<file path="src/rtl/aw_thread_scheduler.sv">
`default_nettype none
// ============================================================================
// Module      : aw_thread_scheduler
// Description : Cooperative 64-thread scheduler for the Another World VM.
//               Holds the per-thread PCs and pending setVec/updateChannel
//               requests. Each frame it applies pending requests, then
//               offers each runnable thread to the bytecode CPU in index
//               order and waits for it to yield.
// Revision    : 1.0 - initial release
// ============================================================================
module aw_thread_scheduler #(
    parameter int NTHREADS = 64,
    parameter int PCW      = 16
) (
    input  logic                          clk,
    input  logic                          reset,
    input  logic                          frame_start,
    input  logic                          setvec_valid,
    input  logic [$clog2(NTHREADS)-1:0]   setvec_thread,
    input  logic [PCW-1:0]                setvec_pc,
    input  logic                          chan_valid,
    input  logic [$clog2(NTHREADS)-1:0]   chan_first,
    input  logic [$clog2(NTHREADS)-1:0]   chan_last,
    input  logic [1:0]                    chan_op,
    output logic                          run_valid,
    input  logic                          run_ready,
    output logic [$clog2(NTHREADS)-1:0]   run_thread,
    output logic [PCW-1:0]                run_pc,
    input  logic                          yield_valid,
    input  logic [PCW-1:0]                yield_pc,
    input  logic                          yield_kill,
    output logic                          busy,
    output logic                          pass_done
);

    localparam int IDXW = $clog2(NTHREADS);

    // Reserved PC encodings: all-ones marks an inactive thread in pc and
    // "no request" in req_pc; all-ones-minus-one in req_pc is a kill request.
    localparam logic [PCW-1:0]  c_pc_none = {PCW{1'b1}};
    localparam logic [PCW-1:0]  c_pc_kill = {{(PCW-1){1'b1}}, 1'b0};
    localparam logic [IDXW-1:0] c_last_idx = IDXW'(NTHREADS - 1);

    localparam logic [1:0] c_op_resume = 2'd0;
    localparam logic [1:0] c_op_pause  = 2'd1;
    localparam logic [1:0] c_op_delete = 2'd2;

    typedef enum logic [2:0] {
        S_IDLE     = 3'd0,
        S_APPLY    = 3'd1,
        S_SCAN     = 3'd2,
        S_DISPATCH = 3'd3,
        S_RUN      = 3'd4,
        S_DONE     = 3'd5
    } state_t;

    // ------------------------------------------------------------------
    // State
    // ------------------------------------------------------------------
    state_t              state_q, state_d;
    logic [IDXW-1:0]     idx_q, idx_d;

    logic [PCW-1:0]      pc_q         [NTHREADS];
    logic [PCW-1:0]      pc_d         [NTHREADS];
    logic [PCW-1:0]      req_pc_q     [NTHREADS];
    logic [PCW-1:0]      req_pc_d     [NTHREADS];
    logic                paused_q     [NTHREADS];
    logic                paused_d     [NTHREADS];
    logic                req_paused_q [NTHREADS];
    logic                req_paused_d [NTHREADS];

    logic                run_valid_q, run_valid_d;
    logic                busy_q, busy_d;
    logic                pass_done_q, pass_done_d;
    logic [IDXW-1:0]     run_thread_q, run_thread_d;
    logic [PCW-1:0]      run_pc_q, run_pc_d;

    logic                w_chan_ok;
    logic                w_runnable;
    logic                w_yield;

    // An inverted range disables the whole channel request.
    assign w_chan_ok  = chan_valid && (chan_first <= chan_last);
    assign w_runnable = (pc_q[idx_q] != c_pc_none) && !paused_q[idx_q];
    // Yields are only meaningful while a thread is actually running.
    assign w_yield    = (state_q == S_RUN) && yield_valid;

    // ------------------------------------------------------------------
    // Per-thread storage update: request capture, APPLY commit, writeback
    // ------------------------------------------------------------------
    always_comb begin
        for (int i = 0; i < NTHREADS; i++) begin
            logic in_range;
            logic at_idx;

            pc_d[i]         = pc_q[i];
            req_pc_d[i]     = req_pc_q[i];
            paused_d[i]     = paused_q[i];
            req_paused_d[i] = req_paused_q[i];

            in_range = w_chan_ok && (chan_first <= IDXW'(i)) && (IDXW'(i) <= chan_last);
            at_idx   = (idx_q == IDXW'(i));

            // Commit the pending request for the thread under APPLY.
            if (state_q == S_APPLY && at_idx) begin
                if (req_pc_q[i] == c_pc_kill) begin
                    pc_d[i] = c_pc_none;
                end else if (req_pc_q[i] != c_pc_none) begin
                    pc_d[i] = req_pc_q[i];
                end
                req_pc_d[i] = c_pc_none;
                paused_d[i] = req_paused_q[i];
            end

            // Writeback of the running thread's resume point.
            if (w_yield && at_idx) begin
                pc_d[i] = yield_kill ? c_pc_none : yield_pc;
            end

            // New requests override the APPLY clear so they survive to the
            // next frame; setVec has priority over a channel delete.
            if (in_range) begin
                case (chan_op)
                    c_op_resume: req_paused_d[i] = 1'b0;
                    c_op_pause:  req_paused_d[i] = 1'b1;
                    c_op_delete: req_pc_d[i]     = c_pc_kill;
                    default:     ;
                endcase
            end
            if (setvec_valid && (setvec_thread == IDXW'(i))) begin
                req_pc_d[i] = setvec_pc;
            end
        end
    end

    // ------------------------------------------------------------------
    // Scheduler FSM: next state, index and registered outputs
    // ------------------------------------------------------------------
    always_comb begin
        state_d      = state_q;
        idx_d        = idx_q;
        run_thread_d = run_thread_q;
        run_pc_d     = run_pc_q;

        case (state_q)
            S_IDLE: begin
                if (frame_start) begin
                    state_d = S_APPLY;
                    idx_d   = '0;
                end
            end
            S_APPLY: begin
                if (idx_q == c_last_idx) begin
                    state_d = S_SCAN;
                    idx_d   = '0;
                end else begin
                    idx_d = idx_q + 1'b1;
                end
            end
            S_SCAN: begin
                if (w_runnable) begin
                    state_d      = S_DISPATCH;
                    run_thread_d = idx_q;
                    run_pc_d     = pc_q[idx_q];
                end else if (idx_q == c_last_idx) begin
                    state_d = S_DONE;
                end else begin
                    idx_d = idx_q + 1'b1;
                end
            end
            S_DISPATCH: begin
                if (run_ready) begin
                    state_d = S_RUN;
                end
            end
            S_RUN: begin
                if (yield_valid) begin
                    if (idx_q == c_last_idx) begin
                        state_d = S_DONE;
                    end else begin
                        state_d = S_SCAN;
                        idx_d   = idx_q + 1'b1;
                    end
                end
            end
            S_DONE: begin
                state_d = S_IDLE;
            end
            default: begin
                state_d = S_IDLE;
            end
        endcase

        // Outputs are registered decodes of the next state.
        run_valid_d = (state_d == S_DISPATCH);
        busy_d      = (state_d != S_IDLE);
        pass_done_d = (state_d == S_DONE);
    end

    // ------------------------------------------------------------------
    // State and storage registers with synchronous active-low reset
    // ------------------------------------------------------------------
    always_ff @(posedge clk) begin
        if (!reset) begin
            state_q      <= S_IDLE;
            idx_q        <= '0;
            run_valid_q  <= 1'b0;
            busy_q       <= 1'b0;
            pass_done_q  <= 1'b0;
            run_thread_q <= '0;
            run_pc_q     <= '0;
            for (int i = 0; i < NTHREADS; i++) begin
                pc_q[i]         <= (i == 0) ? '0 : c_pc_none;
                req_pc_q[i]     <= c_pc_none;
                paused_q[i]     <= 1'b0;
                req_paused_q[i] <= 1'b0;
            end
        end else begin
            state_q      <= state_d;
            idx_q        <= idx_d;
            run_valid_q  <= run_valid_d;
            busy_q       <= busy_d;
            pass_done_q  <= pass_done_d;
            run_thread_q <= run_thread_d;
            run_pc_q     <= run_pc_d;
            pc_q         <= pc_d;
            req_pc_q     <= req_pc_d;
            paused_q     <= paused_d;
            req_paused_q <= req_paused_d;
        end
    end

    assign run_valid  = run_valid_q;
    assign busy       = busy_q;
    assign pass_done  = pass_done_q;
    assign run_thread = run_thread_q;
    assign run_pc     = run_pc_q;

endmodule
`default_nettype wire
</file>
<file path="config.mk">
export PLATFORM = sky130hd
export DESIGN_NAME = aw_thread_scheduler
export DESIGN_NICKNAME = d
export VERILOG_FILES = /design/src/rtl/aw_thread_scheduler.sv
export SDC_FILE = /design/constraint.sdc
export NUM_CORES = 2
export LEC_CHECK = 0
export CORE_AREA = 2 2 426 428
export DETAILED_ROUTE_END_ITERATION = 6
export DIE_AREA = 0 0 428 430
export MAX_ROUTING_LAYER = met4
export PLACE_DENSITY = 0.69
export SLEW_MARGIN = 5
export SYNTH_ARGS = -nofsm -noshare
export SYNTH_HDL_FRONTEND = slang
export SYNTH_SLANG_ARGS = --single-unit
</file>
<file path="constraint.sdc">
create_clock -name clk -period 4.2 [get_ports clk]
set_input_delay 1.05 -clock clk [delete_from_list [all_inputs] [get_ports clk]]
set_output_delay 1.05 -clock clk [all_outputs]
set_load 0.02 [all_outputs]
</file>
==> impl_metrics.tcl <==
set metrics [dict create \
    maxCapViolCount 0 \
    cts_setup_buffers 0 \
    start_util_pct 53.7 \
    seq_power_share_pct 46.2 \
    cts_buffer_depth 3 \
    drt_first_pass_iters 7 \
    wirelength_microns 457000 \
    ys_seq_elements 2210 \
    synth_flop_cell "dfxtp_1" \
    crit_type "reg -> reg" \
    grt_max_degree 139 \
    cpPeakStageDelay_ns 0.98 \
    path_buf_inv 2 \
    die-width_microns 428 \
    relSlewSlack_pct 9.86 \
    post-synth-top-count-cell "dfxtp_1" \
    core_area_sq_um 180000 \
    p_per_area_nw_per_um2 407 \
    sw_frac_of_total_pct 24.9 \
    ir_drop_mv 0.403 \
    overflow 0 \
    path_max_fanout 24 \
    gp_congestion 1.14 \
    rows 156 \
    synth_edf_count 0 \
    synth_commonest_cells "2210 x dfxtp_1, 1926 x nand2_1, 1089 x o21ai_0" \
    synth-seq-area-share_pct 45.8 \
    antenna_found_initial 43 \
    synth_warnings 0 \
    setup_viol 4 \
    syn_avg_cell_area_sq_um 8.76 \
    synthArstFlopShare_pct 0 \
    syn-num-nets 11100 \
    cts_sinks 2210 \
    hold_viol 0 \
    status "complete, but fails checks" \
    htreeDepth 4 \
    syn_inst 11000 \
    root_buffer "clkbuf_16" \
    clock_latency_ns 0.90 \
    rsz0062_at_grt "true" \
    ant_nets 0 \
    cp_top_family "simple AND/OR/NAND/NOR gates" \
    fin_nets 11100 \
    syn2layout_area_growth_pct 16.0 \
    worstHoldPathType "reg -> reg" \
    p_sw_mw 11.3 \
    crit_required_ns 4.90 \
    cts_tree "built" \
    reg2reg_setup_slack_ns -0.12 \
    die_height_microns 430 \
    crit_chain "buf_12, mux4_2, a22oi_1, a21oi_1, nor4_2, nor4_1, nand4_1, nand4_1, buf_4, a21oi_1, or3_1" \
    critical_path.startpoint_type "register" \
    max_freq_mhz 232 \
    grt_pass1_wl_microns 641000 \
    dp_hpwl_microns 322000 \
    clock_power_share_pct 46.8 \
    die_area_sq_um 184000 \
    post-place-ws_ns -0.480 \
    vias 96100 \
    fin_crit_sh_pct 103 \
    cp.arrival_ns 5.02 \
    fin_tns_setup_ns -0.197 \
    track_usage_pct 49.4 \
    io_pins 85 \
    endpoint_kind "register" \
    min_period_ns 4.32 \
    synth.distinct_cells 71 \
    synth_top_area_share_pct 45.8 \
    numCtsBuffers 226 \
    drc 1 \
    p_leak_nw 40.3 \
    grt_pass1_vias 87300 \
    drtIter0Drc 14900 \
    finalClockSkew_ns 0.0299 \
    drv_slew 0 \
    synth_top_cell_by_area "dfxtp_1" \
    p_comb_share_pct 6.9 \
    via_per_inst 7.04 \
    slowest_stage "a21oi_1" \
    syn_area_sq_um 96500 \
    synth_area_leaders "dfxtp_1 46%, nand2_1 7.5%, mux4_2 6.5%, o21ai_0 5.6%, o22a_1 4.2%" \
    worst_slew_pin_slew_ns 1.35 \
    p_int_mw 34.3 \
    violations "design-rule violations, negative setup slack" \
    layout_setup_ws_ns -0.116 \
    wl_per_cell_microns 33.5 \
    clkTransAtPathRegs_ns 0.07 \
    drive_gt1_share_pct 14.7 \
    port_buffers 84 \
]
[cell families (layout without fill, tap and decap cells)]
group / count (synthesis) / count (layout) / share of synthesized area (%)
flip-flops: 2210 / 2210 / 45.8
buffers and inverters: 1121 / 1340 / 4.58
AND/OR/NAND/NOR: 3988 / 3988 / 18.5
AO/OA/AOI/OAI: 3186 / 3186 / 22.1
adder cells (fa/ha/maj): 10 / 10 / 0.130
multiplexers: 506 / 506 / 8.84
other: 0 / 33 / 0
[worst paths after layout]
path	from	to	depth (start not counted)
setup / recovery	idx_q[1]	busy	11
hold / removal	req_paused_q[6]	paused_q[6]	2
setup reg to reg	idx_q[1]	busy	11
hold reg to reg	req_paused_q[6]	paused_q[6]	2
[layout make-up]
| class | instances | area (sq um) |
|---|---|---|
| antenna | 33 | 82.6 |
| clock buffer | 335 | 6700 |
| clock inverter | 80 | 1120 |
| fill | 15300 | 67800 |
| inverter | 20 | 82.6 |
| multi-input combinational | 7690 | 48300 |
| sequential | 2210 | 44200 |
| tap | 2370 | 2970 |
| timing repair buffer | 905 | 8410 |
[routing by layer]
metal | part of all wire, % | track usage (%)
met1 | 37 | 60.5
met2 | 41 | 68.7
met3 | 13 | 13.7
met4 | 9.1 | 37.9
met5 | 0 | -
[cells in the final DEF (no fill, tap or decap), drive strengths merged, types with 335 or more instances in the layout]
cell type,count
o22ai,363
nor2,616
clkbuf,335
nand3,482
a22oi,430
dfxtp,2210
o21ai,1095
nor4,395
nand2,1926
o22a,465
buf,825
[power by group through the flow]
stage               Clock [mW]  Combinational, mW  Sequential [mW]
finish                    21.4               3.16             21.1
global route              22.1               3.11             21.1
CTS                       21.3               2.99             21.1
detailed placement           0               2.98             21.5
global placement             0               2.97             21.5
floorplan                    0               1.25             21.5
[stage by stage]
stage	area [sq um]	utilization (%)	power (mW)	hold slack (ns)	instances
after global placement	104000	57.8	24.5	0.433	13200
after CTS	112000	62.2	45.4	0.445	13600
after global routing	112000	62.2	46.3	0.458	13600
after detailed placement	104000	57.8	24.5	0.443	13200
after floorplan	96500	-	22.8	0.428	11000
final	112000	62.3	45.6	0.446	13600
[registers in the layout, indices dropped and copies added, names as in the netlist, 3 cells and up]
signal / flops
state_q: 3
req_paused_q: 64
paused_q: 64
pc_q: 1024
req_pc_q: 1024
idx_q: 6
run_thread: 6
run_pc: 16
[worst min-delay path, stage by stage, from the launching register on]
cell,delay [ns]
dfxtp_1,0.31
nand2_1,0.05
a21oi_1,0.05
[repair_timing]
item | in CTS | in global routing
hold buffers | 0 | 0
resized for setup | 6 | 26
endpoints found under the hold margin | 0 | 0
pin swaps | 0 | 1
endpoints found under the setup margin | 30 | 31
No activity file was read; power rests on OpenSTA's default activity.
